===== src/rtl/gate_seq_pkg.sv =====
// Shared definitions for the gate test sequencer: FSM state encoding,
// common two-input truth tables and the vector-space helper.
package gate_seq_pkg;

    // FSM state set, 2-bit encoding
    typedef enum logic [1:0] {
        IDLE  = 2'd0,
        APPLY = 2'd1,
        DONE  = 2'd2
    } gate_seq_state_e;

    // Same encoding as plain constants for logic-typed state registers
    localparam logic [1:0] ST_IDLE  = 2'd0;
    localparam logic [1:0] ST_APPLY = 2'd1;
    localparam logic [1:0] ST_DONE  = 2'd2;

    // Truth tables: bit i is the expected output for input vector i
    localparam logic [3:0] TRUTH_AND2  = 4'b1000;
    localparam logic [3:0] TRUTH_OR2   = 4'b1110;
    localparam logic [3:0] TRUTH_XOR2  = 4'b0110;
    localparam logic [3:0] TRUTH_NAND2 = 4'b0111;

    // Number of distinct input vectors for an n-input gate
    function automatic int num_vectors(input int n);
        return 2 ** n;
    endfunction

endpackage


===== src/rtl/gate_seq_hold_timer.sv =====
// Loadable down-counter that times how long each vector is held.
// load reloads HOLD_CYCLES-1; en decrements until zero; zero flags the
// final cycle of the hold window.
module gate_seq_hold_timer #(
    parameter int HOLD_CYCLES = 5
) (
    input  logic clk,
    input  logic rst_n,
    input  logic load,
    input  logic en,
    output logic zero
);

    localparam int W = $clog2(HOLD_CYCLES + 1);
    localparam logic [W-1:0] RELOAD = W'(HOLD_CYCLES - 1);

    logic [W-1:0] count;

    // Reload takes priority; otherwise count down and stick at zero
    always_ff @(posedge clk or negedge rst_n) begin
        if (!rst_n) begin
            count <= '0;
        end else if (load) begin
            count <= RELOAD;
        end else if (en && (count != '0)) begin
            count <= count - 1'b1;
        end
    end

    assign zero = (count == '0);

endmodule


===== src/rtl/gate_test_sequencer.sv =====
// Exhaustive self-checking sequencer for a small combinational gate.
// On start it walks every input vector, holds each for HOLD_CYCLES cycles,
// samples gate_out in the last cycle of each hold window and compares it
// against TRUTH. Results (pass, err_count, first failing vector) are held
// until the next start.
//
// Optional build macro GATE_SEQ_STOP_ON_FAIL_EN: when defined, the first
// mismatch ends the run immediately instead of walking the remaining vectors.
//
// Handshake: start is a level sampled only while the FSM is idle; a high
// start in any other state is dropped, never queued. done is a one-cycle
// pulse; pass/err_count/fail_vec are stable from the done cycle onward.
module gate_test_sequencer
    import gate_seq_pkg::*;
#(
    parameter int                    N_IN        = 2,
    parameter int                    HOLD_CYCLES = 5,
    parameter logic [2**N_IN-1:0]    TRUTH       = 4'b1000
) (
    input  logic            clk,
    input  logic            rst_n,
    input  logic            start,
    output logic [N_IN-1:0] gate_in,
    input  logic            gate_out,
    output logic            busy,
    output logic            done,
    output logic            pass,
    output logic [N_IN:0]   err_count,
    output logic [N_IN-1:0] fail_vec,
    output logic [1:0]      fsm_state
);

    localparam int              NUM_VEC  = num_vectors(N_IN);
    localparam logic [N_IN-1:0] LAST_VEC = N_IN'(NUM_VEC - 1);
    localparam logic [N_IN-1:0] VEC_ONE  = N_IN'(1);

`ifdef GATE_SEQ_STOP_ON_FAIL_EN
    localparam bit STOP_ON_FAIL = 1'b1;
`else
    localparam bit STOP_ON_FAIL = 1'b0;
`endif

    logic [1:0]      state;
    logic [N_IN-1:0] vec;
    logic            hold_zero;
    logic            hold_load;
    logic            hold_en;
    logic            sample;
    logic            mismatch;
    logic            last;
    logic [N_IN:0]   err_next;

    // Sample point is the final cycle of each hold window
    assign sample   = (state == ST_APPLY) && hold_zero;
    // 4-state compare so an undriven or unknown gate output counts as a miss
    assign mismatch = sample && (gate_out !== TRUTH[vec]);
    // Run ends after the last vector, or at the first miss in stop-on-fail builds
    assign last     = (vec == LAST_VEC) || (STOP_ON_FAIL && mismatch);
    assign err_next = err_count + (N_IN+1)'(mismatch);

    // Timer reloads on run start and on every step to the next vector
    assign hold_load = ((state == ST_IDLE) && start) || (sample && !last);
    assign hold_en   = (state == ST_APPLY) && !hold_zero;

    gate_seq_hold_timer #(
        .HOLD_CYCLES (HOLD_CYCLES)
    ) u_hold_timer (
        .clk   (clk),
        .rst_n (rst_n),
        .load  (hold_load),
        .en    (hold_en),
        .zero  (hold_zero)
    );

    // Run FSM, vector counter and result scoreboard
    always_ff @(posedge clk or negedge rst_n) begin
        if (!rst_n) begin
            state     <= ST_IDLE;
            vec       <= '0;
            gate_in   <= '0;
            pass      <= 1'b0;
            err_count <= '0;
            fail_vec  <= '0;
        end else begin
            case (state)
                ST_IDLE: begin
                    if (start) begin
                        state     <= ST_APPLY;
                        vec       <= '0;
                        gate_in   <= '0;
                        pass      <= 1'b0;
                        err_count <= '0;
                        fail_vec  <= '0;
                    end
                end
                ST_APPLY: begin
                    if (sample) begin
                        if (mismatch) begin
                            err_count <= err_next;
                            if (err_count == '0) begin
                                fail_vec <= vec;
                            end
                        end
                        if (last) begin
                            state   <= ST_DONE;
                            pass    <= (err_next == '0);
                            vec     <= '0;
                            gate_in <= '0;
                        end else begin
                            vec     <= vec + VEC_ONE;
                            gate_in <= vec + VEC_ONE;
                        end
                    end
                end
                ST_DONE: begin
                    state <= ST_IDLE;
                end
                default: begin
                    state <= ST_IDLE;
                end
            endcase
        end
    end

    assign busy      = (state == ST_APPLY);
    assign done      = (state == ST_DONE);
    assign fsm_state = state;

endmodule


===== config.mk =====
export PLATFORM = sky130hd
export DESIGN_NAME = gate_test_sequencer
export DESIGN_NICKNAME = d
export VERILOG_FILES = /design/src/rtl/gate_seq_pkg.sv /design/src/rtl/gate_seq_hold_timer.sv /design/src/rtl/gate_test_sequencer.sv
export SDC_FILE = /design/constraint.sdc
export NUM_CORES = 1
export LEC_CHECK = 0
export CAP_MARGIN = 20
export CORE_MARGIN = 1.5
export CORE_UTILIZATION = 30
export DETAILED_ROUTE_END_ITERATION = 10
export HOLD_SLACK_MARGIN = 0.02
export PLACE_DENSITY = 0.56
export SLEW_MARGIN = 10
export SYNTH_ARGS = -nofsm -noshare
export SYNTH_HDL_FRONTEND = slang
export SYNTH_SLANG_ARGS = --single-unit

===== constraint.sdc =====
create_clock -name clk -period 2.01 [get_ports clk]
set_input_delay 0.3015 -clock clk [delete_from_list [all_inputs] [get_ports clk]]
set_output_delay 0.3015 -clock clk [all_outputs]
set_load 0.02 [all_outputs]

After elaboration in Yosys (flattened, before gate mapping). Index checks and enable logic that the tools add are counted.

Register bits after elaboration: 13. Logic and storage cells: 64. Output and inout port bits: 12. Bits of input ports: 4.

Equal/unequal tests: 9. Reductions and logical operators: 21. Multiplexer cells: 24. $lt $le $gt $ge: 1. $add $sub $neg: 3.

Operators with widths (number): $mux W2 (9); $mux W3 (5); $pmux W2 S2 (3); $logic_not A3 Y1 (3); $ne A2 B1 Y1 const B (4); $reduce_and A4 Y1 (2); $logic_and A1 B1 Y1 (6); $pmux W3 S2 (1); $reduce_and A3 Y1 (2); $reduce_and A5 Y1 (1); $eq A2 B2 Y1 const B (2); $mux W1 (4); $reduce_bool A2 Y1 (2); $add A3 B1 Y3 (1); $lt A2 B3 Y1 const B (1); $reduce_bool A3 Y1 (1); $sub A3 B1 Y3 const B (1); $add A2 B1 Y2 const B (1); $bmux W1 S2 (1); $eq A2 B1 Y1 const B (1); $logic_not A1 Y1 (2); $logic_not A2 Y1 (1); $ne A2 B2 Y1 const B (1); $pmux W1 S2 (1); 2 further kinds (2).

Longest topological paths before layout. Gate-level depths: netlist of the first run.

Word-level depth: 9. Depth in mapped cells: 9. Depth with buffers taken out: 9.

Cells and area by module. A second synthesis of the first run with hierarchy kept.

Cell total of the unflattened synthesis: 77. Area total of the unflattened synthesis: 755.7 um^2.

Modules (own cells, without submodules): gate_test_sequencer (area each 571.8 um^2, cells an instance 60, sequential area each 250.2 um^2, instances 1); gate_seq_hold_timer (area each 183.9 um^2, cells an instance 17, sequential area each 75.1 um^2, instances 1).

Worst setup path after synthesis of the first run. No wires, ideal clock.

Path type: register to register. From: reg vec[0]. To: reg pass. Data arrival time: 2029 ps. Buffers on the path: 0. Stages on the path, launching flop included: 9. Clock period less this slack: 2150 ps. Setup time: 121 ps. Path slack: -140 ps. Required time: 1889 ps. Cell sequence: dfrtp_1 > ha_1 > xor2_2 > and2_2 > ha_1 > ha_1 > xor2_1 > nor3_1 > a22o_1.

Cells in the longest elaborated chain, start to end: 9. Elaborated cells on any way between the ends: 12. Those cells by class: 1 x add/sub; 3 x eq/ne; 5 x mux; 3 x reduce/logical.

RTL lines: start, declared (line gate_test_sequencer.sv:44) `logic [N_IN-1:0] vec;`; start signal, assigned (line gate_test_sequencer.sv:110) `vec <= vec + VEC_ONE;`; $bmux W1 S2 (line gate_test_sequencer.sv:56) `assign mismatch = sample && (gate_out !== TRUTH[vec]);`; $mux W1 (not written as such) (line gate_test_sequencer.sv:56); $nex A1 B1 Y1 (line gate_test_sequencer.sv:56); $logic_and A1 B1 Y1 (line gate_test_sequencer.sv:56); $add A3 B1 Y3 (line gate_test_sequencer.sv:59) `assign err_next = err_count + (N_IN+1)'(mismatch);`; $logic_not A3 Y1 (line gate_test_sequencer.sv:106) `pass <= (err_next == '0);`; $mux W1 (line gate_test_sequencer.sv:104) `if (last) begin`; $mux W1 (line gate_test_sequencer.sv:97) `if (sample) begin`; $pmux W1 S2 (line gate_test_sequencer.sv:85) `case (state)`; end signal, assigned (line gate_test_sequencer.sv:106); end, declared (line gate_test_sequencer.sv:27) `output logic pass,`.

Several ways; a longest one is shown, not always the timed one. The select of a mux whose other input is x is not followed. A chain may end at the register's enable or synchronous reset.

Final worst setup path of the first run.
From: reg state[0], in the netlist fsm_state[0]. To: out done.

Cells in the longest elaborated chain, start to end: 1.

RTL lines: start, declared (line gate_test_sequencer.sv:43) `logic [1:0] state;`; start signal, assigned (line gate_test_sequencer.sv:78) `state <= ST_IDLE;`; start signal, assigned (line gate_test_sequencer.sv:88) `state <= ST_APPLY;`; start signal, assigned (line gate_test_sequencer.sv:105) `state <= ST_DONE;`; $eq A2 B2 Y1 (line gate_test_sequencer.sv:126) `assign done = (state == ST_DONE);`; end, declared (line gate_test_sequencer.sv:26) `output logic done,`.

Every way passes these cells.

==> results of run 1 <==
==> logic make-up (layout without fill, tap and decap cells) <==
kind of cell | Yosys count | in the layout | share of synthesized area (%)
and+or+nand+nor | 26 | 26 | 19.5
AOI/OAI and AO/OA | 16 | 16 | 19.2
DFF | 13 | 13 | 40.9
buffers and inverters | 11 | 38 | 5.35
adders and majority gates | 5 | 5 | 7.87
muxes | 3 | 3 | 3.94
xor gates and xnor gates | 2 | 2 | 3.15
==> flip-flops by register name, indices dropped and copies added, names as in the netlist <==
signal,count
err_count,3
fail_vec,2
fsm_state,2
pass,1
u_hold_timer.count,3
vec,2
==> per-layer routing <==
metal	wire [um]	global-route usage, %
met5	0	0
met4	0	2.50
met3	71	5.74
met2	888	23.3
met1	744	16.8
==> cells in the mapped netlist <==
library cell and number:
sky130_fd_sc_hd__o22ai_1 1, sky130_fd_sc_hd__mux2_2 1, sky130_fd_sc_hd__o221ai_2 2, sky130_fd_sc_hd__nand4_1 1, sky130_fd_sc_hd__a31o_2 1, sky130_fd_sc_hd__nor2_1 3
sky130_fd_sc_hd__nand2_1 6, sky130_fd_sc_hd__a22o_4 1, sky130_fd_sc_hd__nand2b_1 3, sky130_fd_sc_hd__dfrtp_1 13, sky130_fd_sc_hd__xor2_1 1, sky130_fd_sc_hd__o311ai_0 1
sky130_fd_sc_hd__inv_1 10, sky130_fd_sc_hd__o21ai_0 1, sky130_fd_sc_hd__mux2i_1 2, sky130_fd_sc_hd__o21bai_1 1, sky130_fd_sc_hd__nor2b_1 2, sky130_fd_sc_hd__nor3_1 2
sky130_fd_sc_hd__a22o_1 5, sky130_fd_sc_hd__a21o_1 1, sky130_fd_sc_hd__xor2_2 1, sky130_fd_sc_hd__o211ai_2 1, sky130_fd_sc_hd__and4bb_4 1, sky130_fd_sc_hd__and2_2 1
sky130_fd_sc_hd__nand4b_1 1, sky130_fd_sc_hd__ha_1 5, sky130_fd_sc_hd__nand3_1 3, sky130_fd_sc_hd__o21ai_1 1, sky130_fd_sc_hd__or3b_1 1, sky130_fd_sc_hd__nor3b_1 1
sky130_fd_sc_hd__nand3_2 1, sky130_fd_sc_hd__buf_2 1
==> metrics by stage <==
step / instance area [um2] / setup slack [ps]
2_1_floorplan: 811 / 22.6
6_report: 1090 / 110
3_5_place_dp: 1060 / -99.3
4_1_cts: 1090 / 66.1
5_1_grt: 1090 / -1.84
3_3_place_gp: 1060 / -78.7
==> worst max path at each step <==
| stage | from | to | slack (ps) | depth (start not counted) |
|---|---|---|---|---|
| after floorplan | vec[0] | pass | 20 | 8 |
| after global placement | gate_out | pass | -80 | 8 |
| after detailed placement | gate_out | pass | -100 | 8 |
| after CTS | u_hold_timer.count[0] | pass | 70 | 9 |
| after global routing | u_hold_timer.count[0] | pass | -2 | 9 |
| final | fsm_state[0] | done | 110 | 3 |
==> power by group <==
part | switching, mW | total, mW | internal (mW)
Sequential | 0.0830 | 0.439 | 0.356
Combinational | 0.452 | 0.915 | 0.463
Clock | 0.0970 | 0.171 | 0.0739
==> final cells by class <==
class / instances / area (um2)
Timing Repair Buffer: 24 / 216
Fill cell: 252 / 1410
Tap cell: 30 / 37.5
Clock buffer: 3 / 22.5
Clock inverter: 1 / 5.00
Sequential cell: 13 / 328
Inverter: 10 / 37.5
Multi-Input combinational cell: 52 / 443
==> what timing repair did <==
item	CTS	global route
gates resized for setup	1	3
hold buffers	0	0
setup endpoints to repair	1	1
==> reports/summary.md, run 1 <==
On the worst path, the slowest cell contributes a delay of 610 ps. The violation count after the first detailed-routing iteration was 11; the worst-case reg-to-reg path depth was 9. Leaving out fill and tap cells, the most frequent cell in the layout is sky130_fd_sc_hd__clkdlybuf4s50_1. The final hold slack was 409 ps.

In the finished design, the share of the clock period the worst path needs comes to 94.5%. Leaving out fill and tap cells, the most frequent cells in the layout are 14 x sky130_fd_sc_hd__clkdlybuf4s50_1, 11 x sky130_fd_sc_hd__dfrtp_1, 9 x sky130_fd_sc_hd__buf_4. The start of the worst register-to-register path is u_hold_timer.count[0].

Count of buffers from port buffering: 15. After synthesis the netlist holds a flip-flop and latch count of 13. The mean instance size in the synthesized netlist was 10.5 um2. In this run the power density over the cells is 1400 mW/mm2. The number of antenna violations at the first check in global routing came out at 0. Setup violations remaining at the end of the flow were counted as 0. Detailed placement ended at an HPWL of 1280 um. The run gives 649 as the via count of the first global-routing pass. Class of the most critical setup path: register to output port.

The tools report the final-report max-slew violation count as 0. TritonCTS built the clock tree. In this design, the largest share of critical-path delay is due to buffers and inverters. The top-level I/O count was 16.

The run gives 0 as the total DRC errors in the routed layout. The die covers 0.00297 mm2. The overall via count from detail_route was 669; the worst endpoint data arrival time was 1600 ps. On the final layout, the worst clock skew is 6.57 ps.

Clock-pin slew was measured on the worst setup and hold paths at 90 ps. The congestion estimate from routability-driven global placement came to 0.721. Counting the buffers created by CTS gives 3. The longest clock path from root to sink contains 2 buffers. The number of antenna-violating nets in the routed design is 0, and the global routing usage summed across all routing layers is 13.9%. The average routed wire per standard cell was 12.8 um; the maximum fanout encountered on the critical timing path was 13. The worst setup path is captured at an output port. The tools report the largest voltage drop on the vdd net as 729 uV.

The Yosys step of the flow raised 0 warnings. The total area inside the core boundary comes to 0.00250 mm2. The master cell of the clock root buffer was sky130_fd_sc_hd__clkbuf_4. Sequential elements use 40.9% of the synthesized area. The tools report the leakage power as 0.496 nW. After detailed routing, the number of vias per cell comes to 5.03. STA classifies the critical path startpoint as a register. The antenna diode count is 0, and the setup fix buffers added after clock tree synthesis is 0. The synthesized design devotes to its leading area cell type 40.9% of total area. The data required time at the worst endpoint was 1710 ps; the sum of buffers and inverters on the critical path was 2. The run finished with clean final reports. For this run, the number of standard cells in the final layout without fillers is 133.

The peak clock frequency supported by timing was 526 MHz. Aggregate routed wire length: 1700 um. The initial utilization of the core area, before any placement, comes to 31.8%. Of the cells placed in the final design, the portion with a size suffix greater than 1 is 28.2%. Net total in the final layout: 113.

Row generation in the floorplan step produced 18 rows. Slowest cell on the critical path: sky130_fd_sc_hd__clkdlybuf4s50_1. Entering global routing, the biggest net connects 14 pins. The tools report the final number of hold-violating endpoints as 0.

The number of nets handed over by synthesis was 85. The tools report the count of H-tree levels built during CTS as 1. The setup slack of the most critical reg-to-reg path was 110 ps.

In this run the tightest slew margin relative to its limit is 56.5%. The tools report the clock latency of the later-clocked register in the worst-skew pair as 280 ps. The first global-routing pass estimated 2900 um of wire. The worst hold path belongs to the class input port to async pin.

The floorplan step set the die height to 54.5 um. The global route total overflow came out at 0. Sorting the synthesized cells by area gives the leading types as sky130_fd_sc_hd__dfrtp_1 41%, sky130_fd_sc_hd__ha_1 7.9%, sky130_fd_sc_hd__a22o_1 5.5%, sky130_fd_sc_hd__inv_1 4.7%, sky130_fd_sc_hd__o221ai_2 3.8%. The final critical path time including I/O delays and setup came out at 1900 ps.

From left edge to right edge, the die measures 54.5 um. The pre-antenna-repair detailed-routing pass consisted of 3 iterations. The actual transition at the worst max-transition pin is 651 ps, and the number of max-capacitance violations reported is 0. Walking the worst path, the cells encountered are buf_4, nor2_1, clkdlybuf4s50_1. Counting every sink on the clock net gives 13.

Synthesis produced a netlist whose cell count is 76. The distinct cell type count of the synthesized netlist came out at 32. The fraction of the core area covered by cells at the end of the flow was 43.6%. The endpoint identified for the worst register-to-register timing path is pass.

Including well taps, the total number of placed cells is 129. The synthesis-to-layout area growth is 37.2%. sky130_fd_sc_hd__dfrtp_1 takes more of the synthesized area than any other cell.

For the cell area after synthesis, the log shows 795 um2. The logs give 0 ps for the aggregate negative setup slack and 1.53 mW for the total power consumption of the routed design.
(Power assumes the default switching activity.)
==> run 2: changes to the inputs <==
Settings changed: ABC_AREA from default to 1, CAP_MARGIN 20 to default, PLACE_DENSITY 0.56 to 0.57.
==> run 2 against run 1 <==
  * Synthesized cell count grew 22%
  * Flip-flop and latch count did not move
  * Highest routed layer is now met4
  * Worst setup slack improved by 99 ps
  * Sequential power down 4.6%
  * Via count fell by 4.3%
  * Critical endpoint is now err_count[2]
  * Largest cell class unchanged
  * Wire length down 14%
  * Combinational power decreased by 27%
==> reports/summary.md, run 2 <==
The proportion of synthesized flip-flops having asynchronous set or reset works out to 100% (unchanged). For this design, the slowest cell found on the critical path is sky130_fd_sc_hd__dfrtp_1. The number of inserted filler cells in the final layout was 266 (+5.6%). The largest total area in the synthesized netlist belongs to sky130_fd_sc_hd__dfrtp_1. The final design area excluding fillers is 975 um2 (-11%), and the setup fix buffers added after clock tree synthesis is 0 (unchanged). The antenna diode count is 0 (unchanged). Starting utilization of the core area: 31.1% (-0.66 points). The tools report the sort of element at the end of the critical path as a register. The signal on the critical path passes through ha_1, inv_1, nand2_1, nand2_1, nand3_4, inv_1, ha_1, ha_1, xnor2_1, nor2_1, nand3_1, nand2_1. The most critical setup path has its startpoint at vec[0]. The count of buffers from port buffering is 15 (unchanged), and the top-level I/O count is 16 (unchanged). The clock latency of the later-clocked register in the worst-skew pair is 280 ps (about the same), and the total power consumption of the routed design is 1.25 mW (-18%). The violation count after the first detailed-routing iteration is 4 (-7), and the number of standard cells after synthesis is 93 (+22%). The most frequently used cell type in the post-synthesis netlist is sky130_fd_sc_hd__nand2_1. The largest voltage drop on the vdd net was 423 uV (-42%). The predominant post-synthesis flop cell is sky130_fd_sc_hd__dfrtp_1. The area share of the largest cell type after synthesis was 43.0% (+2.0 points). Routed via count divided by cell count: 4.48 (-11%). The final critical path time including I/O delays and setup is 1800 ps (-98.8 ps), and the clock buffer count from CTS is 3 (unchanged). The most critical setup path has its endpoint at err_count[2]. The standard-cell row count came out at 18 (unchanged). Most common cell after layout, fill and taps aside: sky130_fd_sc_hd__nand2_1. The first-pass GRT wire length came out at 2680 um (-7.4%). The final-report max-slew violation count is 0 (unchanged), and the count of flip-flops with a built-in enable after synthesis is 0 (unchanged). The master cell of the clock root buffer is sky130_fd_sc_hd__clkbuf_4.

The post-CTS resize count was 0 (-1). Placeable core region: 0.00243 mm2 (-2.7%). The worst hold path belongs to the class input port to async pin.

The share of post-route cells with drive strength above 1 was 11.5% (-17 points); the count of H-tree levels built during CTS was 1 (unchanged). Portion of the post-synthesis area used by sequential elements: 43.0% (+2.0 points). Final number of hold-violating endpoints: 0 (unchanged). For the data required time at the worst endpoint, the log shows 2190 ps (+480 ps).

The mean instance size in the synthesized netlist was 8.14 um2 (-22%). The horizontal die dimension was 53.2 um (-2.3%); the global route total overflow was 0 (unchanged). The pin count of the biggest net entering global routing came out at 14 (unchanged).

TritonCTS built the clock tree. The run gives 1150 um (-10%) as the sum of net half-perimeters after detailed placement. In the final layout, the registers with the most flip-flops are err_count: 3 flops, u_hold_timer.count: 3 flops. The actual transition at the worst max-transition pin was 600 ps (-51.2 ps); the total die area was 0.00283 mm2 (-4.5%).

The class of the most critical setup path is register to register. The total iterations of the first detailed-routing run came out at 4 (+1). The tools report the routability congestion estimate from global placement as 0.799 (+11%). The tools report the final worst clock skew as 1.64 ps (-4.93 ps).

The share of the clock period used by the worst path is 89.6% (-4.9 points). The maximum single-stage delay on the critical path was 400 ps (-210 ps). The flow ran to the end, and the final reports show no timing, DRC or antenna violations.

The run gives 1470 um (-14%) as the aggregate routed wire length. The synthesized flop and latch total was 13 (unchanged); the net count after synthesis was 102 (+20%). The run gives 59.9% (+3.4 points) as the worst slew margin relative to its limit.

For the number of antenna violations at the first check in global routing, the log shows 0 (unchanged). The tools report the cell area after synthesis as 757 um2 (-4.7%). The run gives 123 (+8.8%) as the net total in the final layout. The worst-case reg-to-reg path depth was 12 (+3). The setup slack of the most critical reg-to-reg path came out at 210 ps (+100 ps). The vertical die dimension came out at 53.2 um (-2.3%).

The commonest cells after synthesis are 23 x sky130_fd_sc_hd__nand2_1, 13 x sky130_fd_sc_hd__dfrtp_1, 13 x sky130_fd_sc_hd__inv_1. STA classifies the critical path startpoint as a register. The power density over the cells works out to 1290 mW/mm2 (-8.0%). Clock sink count: 13 (unchanged). Worst endpoint data arrival time: 1980 ps (+380 ps).

The maximum clock insertion buffer count is 2 (unchanged). The run gives 17 (-47%) as the distinct cell type count of the synthesized netlist. The number of max-capacitance violations reported is 0 (unchanged). Average routed wire per standard cell: 10.3 um (-20%). The overall via count from detail_route was 640 (-4.3%); the number of buffers inserted for hold repair after clock tree synthesis was 0 (unchanged). The total DRC errors in the routed layout came out at 0 (unchanged).

The worst register-to-register path begins at vec[0]. Ranked by total cell area, the synthesized netlist is headed by sky130_fd_sc_hd__dfrtp_1 43%, sky130_fd_sc_hd__nand2_1 11%, sky130_fd_sc_hd__ha_1 8.3%, sky130_fd_sc_hd__inv_1 6.4%, sky130_fd_sc_hd__nand3_1 6.0%. The global routing usage summed across all routing layers was 13.0% (-0.86 points); the final number of setup-violating endpoints was 0 (unchanged). The peak clock frequency supported by timing is 555 MHz (+5.5%). The maximum fanout encountered on the critical timing path was 4 (-9); the aggregate negative setup slack was 0 ps (unchanged). The leakage power was 0.495 nW (-0.22%). The run gives 645 (-0.62%) as the via count of the first global-routing pass. Setup repair after global routing left no endpoint under its margin.

The endpoint of the worst-slack reg-to-reg timing path was err_count[2]. For the number of antenna-violating nets in the routed design, the log shows 0 (unchanged). The yosys synthesis warning count was 0 (unchanged); the synthesis-to-layout area growth was 28.8%.

Leaving out fill and tap cells, the most frequent cells in the layout are 23 x sky130_fd_sc_hd__nand2_1, 15 x sky130_fd_sc_hd__clkdlybuf4s50_1, 13 x sky130_fd_sc_hd__inv_1, 13 x sky130_fd_sc_hd__dfrtp_1, 10 x sky130_fd_sc_hd__nor2_1. The clock slew seen by the registers of the worst setup and hold paths was 80 ps (about the same); the area of placed instances was 948 um2 (-11%).
run 2: changes by cell type in the layout (fill, tap and decap cells not counted), moves of 3 or more:
cell | before | now
sky130_fd_sc_hd__a22o_1 | 5 | 0
sky130_fd_sc_hd__buf_4 | 9 | 2
sky130_fd_sc_hd__inv_1 | 8 | 13
sky130_fd_sc_hd__nand2_1 | 6 | 23
sky130_fd_sc_hd__nand2b_1 | 3 | 0
sky130_fd_sc_hd__nand3_1 | 3 | 9
sky130_fd_sc_hd__nor2_1 | 3 | 10
sky130_fd_sc_hd__o21ai_0 | 1 | 7
run 2: worst min path at each step:
stage	slack (ps)	endpoint
after detailed placement	460	fail_vec[0]
final	400	fsm_state[0]
after floorplan	6	err_count[0]
after CTS	430	fsm_state[0]
after global placement	460	fail_vec[0]
after global routing	460	fsm_state[0]
run 2: stage by stage:
stage                     instances  worst slack, ps  hold WS (ps)  utilization, %
after floorplan                  93              216          5.91               -
after global placement          139             66.1           456            39.0
after detailed placement        139             85.7           464            39.0
after CTS                       143              191           426            40.1
after global routing            143             17.4           458            40.1
final                           143              209           397            40.1
run 2: cells by family (layout without fill, tap and decap cells):
group           count (synthesis)  after routing  share of synthesized area, %
simple gates                   51             51                          33.9
buf+inv                        15             35                          8.43
flops                          13             13                          43.0
compound gates                  8              8                          5.29
fa+ha+maj                       5              5                          8.26
xor+xnor                        1              1                          1.16
run 2: final cells by class:
class                   count  area [um2]  share of cell area [%]
flip-flops and latches     13         325                    33.4
repair buffers             17         165                    16.9
clock buffers               4        26.3                    2.70
multi-input cells          65         368                    37.7
inverters                  14        52.6                    5.39
well taps                  30        37.5                    3.85
run 2: layer usage:
metal  GRT usage (%)  wire length (um)  vias up
met5               0                 0        -
met4            5.98                19        0
met3            3.11                92        2
met2            20.8               652       21
met1            16.5               702      287
li1                -                 -      330
run 2: power by group:
group / total [mW] / switching [mW] / internal (mW)
combinational: 0.672 / 0.399 / 0.273
sequential: 0.419 / 0.0663 / 0.353
clock: 0.164 / 0.0872 / 0.0770
run 2: worst max-delay path: cells and delay by family, from the launching register on:
family                   cells  cell delay (ps)
AND/OR/NAND/NOR              6              410
flip-flops                   1              400
buffers and inverters        2              220
XOR/XNOR                     1              130
adder cells (fa/ha/maj)      3              540
==> run 3: changes to the inputs <==
Settings changed: CORE_UTILIZATION 30 to 44, PLACE_DENSITY 0.57 to 0.76.
==> run 3 against run 2 <==
  * Flip-flop and latch count is the same
  * Non-clock buffer count decreased by 1
  * Clock power is essentially flat
  * Total power rose by 0.88%
  * Core utilization rose by 21 points
  * Sequential power about the same
  * Global-route usage is 5.6 points higher
  * Sequential share of layout area is 0.88 points higher
  * Maximum frequency down 0.75%
  * First-iteration DRC count rose to 3.3 times the previous value
  * Wire length grew 0.55%
==> reports/summary.md, run 3 (synthesis results as in run 2) <==
The run finished with clean final reports. The average routed wire per standard cell was 11.5 um (+12%). Traced cell by cell, the critical path runs through inv_1, ha_1, inv_1, nor2_4, nand3_4, inv_2, ha_1, ha_1, xnor2_1, nor2_1, nand3_1, nand2_1. The vertical die dimension is 44.5 um (-16%), and the final number of setup-violating endpoints is 0 (unchanged). The tools report the first-pass GRT wire length as 2560 um (-4.7%). The worst-case reg-to-reg path depth came out at 12 (unchanged). In this run the critical register-to-register path is captured at err_count[2]. The cell sitting at the root of the clock tree is a sky130_fd_sc_hd__clkbuf_4. The final cell count without fillers was 128 (-10%); the setup fix buffers added after clock tree synthesis was 0 (unchanged). The share of the clock period used by the worst path is 90.3% (+0.68 points). The actual transition at the worst max-transition pin was 592 ps (-8.02 ps). The final design area excluding fillers is 950 um2 (-2.6%), and the clock sink count is 13 (unchanged).

Worst slack after detailed placement: 24.9 ps (-60.8 ps). The met2 wire length was 707 um (+8.4%); the number of antenna-violating nets in the routed design was 0 (unchanged). Routed via count divided by cell count: 4.96 (+11%). Setup repair after global routing left no endpoint under its margin.

The tools report the peak clock frequency supported by timing as 551 MHz (-0.75%). Tracing the worst setup path back leads to its startpoint at u_hold_timer.count[0]. Total internal power: 0.701 mW (-0.22%). The clock slew seen by the registers of the worst setup and hold paths was 80 ps (about the same).

The sort of element at the end of the critical path was a register. Total DRC errors in the routed layout: 0 (unchanged). The tools report the switching power of the nets as 0.565 mW (+2.3%). The top-level I/O count came out at 16 (unchanged). The maximum single-stage delay on the critical path was 370 ps (-30 ps).

The run gives 923 um2 (-2.6%) as the area of placed instances. For the portion of total power attributed to sequential cells, the log shows 33.2% (-0.2 points). Leaving out fill and tap cells, the most frequent cells in the layout are 23 x sky130_fd_sc_hd__nand2_1, 15 x sky130_fd_sc_hd__clkdlybuf4s50_1, 13 x sky130_fd_sc_hd__dfrtp_1. The final-report max-slew violation count was 0 (unchanged); the proportion of power drawn by the clock network was 13.0% (about the same). The class of the most critical setup path is register to register.

The tools report the sum of net half-perimeters after detailed placement as 1180 um (+3.0%). The switching part of the total power is 44.6% (+0.61 points). Kind of path behind the tightest hold check: input port to async pin. The antenna diode count was 0 (unchanged).

The total length of routed met3 wires was 48 um (-48%); the number of buffers inserted for hold repair after clock tree synthesis was 0 (unchanged). For the routability congestion estimate from global placement, the log shows 0.802 (+0.41%). The slowest stage of the critical path is the sky130_fd_sc_hd__dfrtp_1 cell. The horizontal die dimension was 44.5 um (-16%). The tools report the number of max-capacitance violations reported as 0 (unchanged).

The run gives 0.00156 mm2 (-36%) as the placeable core region. The worst slew margin relative to its limit is 60.4% (+0.54 points). The leakage power was 0.489 nW (-1.3%). The worst setup path is launched from a register. The maximum clock insertion buffer count is 2 (unchanged), and the clock latency of the later-clocked register in the worst-skew pair is 280 ps (about the same). The most common cell after layout, fill and taps aside is sky130_fd_sc_hd__nand2_1.

The violation count after the first detailed-routing iteration was 13 (+9). The largest registers in the layout are err_count: 3 flops, u_hold_timer.count: 3 flops. The run gives 48.6% (+17 points) as the starting utilization of the core area. The via count of the first global-routing pass was 587 (-9.0%).

The total die area was 0.00198 mm2 (-30%). Signal routing reaches up to met4. Among the stages of the critical path, the cell type that occurs most often is sky130_fd_sc_hd__ha_1. The count of buffers from port buffering works out to 15 (unchanged). For the final number of hold-violating endpoints, the log shows 0 (unchanged).

For the setup slack of the most critical reg-to-reg path, the log shows 200 ps (about the same). The run gives 0 (unchanged) as the post-CTS resize count. Critical path endpoint: err_count[2]. The logs give 1480 um (+0.55%) for the aggregate routed wire length and 0 ps (unchanged) for the aggregate negative setup slack. For the data required time at the worst endpoint, the log shows 2180 ps (about the same). The final worst setup slack was 195 ps (-13.7 ps); the number of inserted filler cells in the final layout was 152 (-43%).

The global route total overflow was 0 (unchanged). The global routing usage summed across all routing layers is 18.6% (+5.6 points). The logs give 6 (+2) for the total iterations of the first detailed-routing run and 3 (unchanged) for the clock buffer count from CTS.

The maximum fanout encountered on the critical timing path was 4 (unchanged); the share of post-route cells with drive strength above 1 was 12.5% (+1.0 points). The share of total power in combinational logic came out at 53.8% (+0.3 points). The length of routed wiring on met1 came out at 674 um (-4.0%). TritonCTS built the clock tree.

The worst endpoint data arrival time is 1990 ps (about the same). The standard-cell row count was 14 (-4). The final critical path time including I/O delays and setup is 1810 ps (+13.7 ps).

The overall via count from detail_route was 635 (-0.78%). The logs give 656 uV (+55%) for the largest voltage drop on the vdd net and 14 (unchanged) for the pin count of the biggest net entering global routing. For the total instance count after detailed placement, the log shows 124 (-11%). The start of the worst register-to-register path is u_hold_timer.count[0].

The count of H-tree levels built during CTS is 1 (unchanged), and the final worst clock skew is 4.97 ps (+3.33 ps). The net total in the final layout came out at 122 (-0.81%). Compared with the post-synthesis result, the final layout area differs by 25.5%. The power density over the cells is 1330 mW/mm2 (+3.5%). The run gives 0 (unchanged) as the number of antenna violations at the first check in global routing.
==> run 3: power groups by stage <==
| stage | Sequential, mW | Clock (mW) | Combinational [mW] |
|---|---|---|---|
| after floorplan | 0.488 | 0 | 0.391 |
| after global placement | 0.422 | 0 | 0.659 |
| after detailed placement | 0.426 | 0 | 0.687 |
| after CTS | 0.421 | 0.168 | 0.690 |
| after global routing | 0.433 | 0.181 | 0.760 |
| final | 0.421 | 0.165 | 0.681 |
==> run 3: layer usage <==
metal | track usage, % | vias to the layer above
li1 | - | 329
met1 | 24.1 | 289
met2 | 27.8 | 12
met3 | 3.67 | 5
met4 | 12.7 | 0
met5 | 0 | -
==> run 3: area by class of cell <==
cell class | count | area [um2] | share of cell area, %
multi-input cells | 65 | 368 | 38.7
clock buffers | 4 | 26.3 | 2.77
flip-flops and latches | 13 | 325 | 34.3
inverters | 14 | 52.6 | 5.53
well taps | 16 | 20.0 | 2.11
repair buffers | 16 | 158 | 16.6
==> run 3: worst min path at each step <==
stage	end	slack [ps]	start	depth (start not counted)
after global placement	fail_vec[1]	460	fail_vec[1]	2
after detailed placement	fail_vec[0]	460	fail_vec[0]	2
after CTS	vec[0]	410	rst_n	1
final	vec[0]	390	rst_n	1
after floorplan	err_count[0]	6	rst_n	0
after global routing	vec[0]	450	rst_n	1
==> run 3: per-stage QoR <==
stage	total power [mW]	utilization (%)	hold WS (ps)
6_report	1.27	60.9	389
2_1_floorplan	0.878	-	5.91
3_3_place_gp	1.08	59.2	457
5_1_grt	1.37	60.9	452
4_1_cts	1.28	60.9	412
3_5_place_dp	1.11	59.2	462
==> run 3: critical path: cells and delay by family, from the launching register on <==
family / cells / cell delay [ps]
and+or+nand+nor: 5 / 350
DFF: 1 / 370
adders and majority gates: 3 / 550
buffers and inverters: 3 / 240
xor gates and xnor gates: 1 / 180
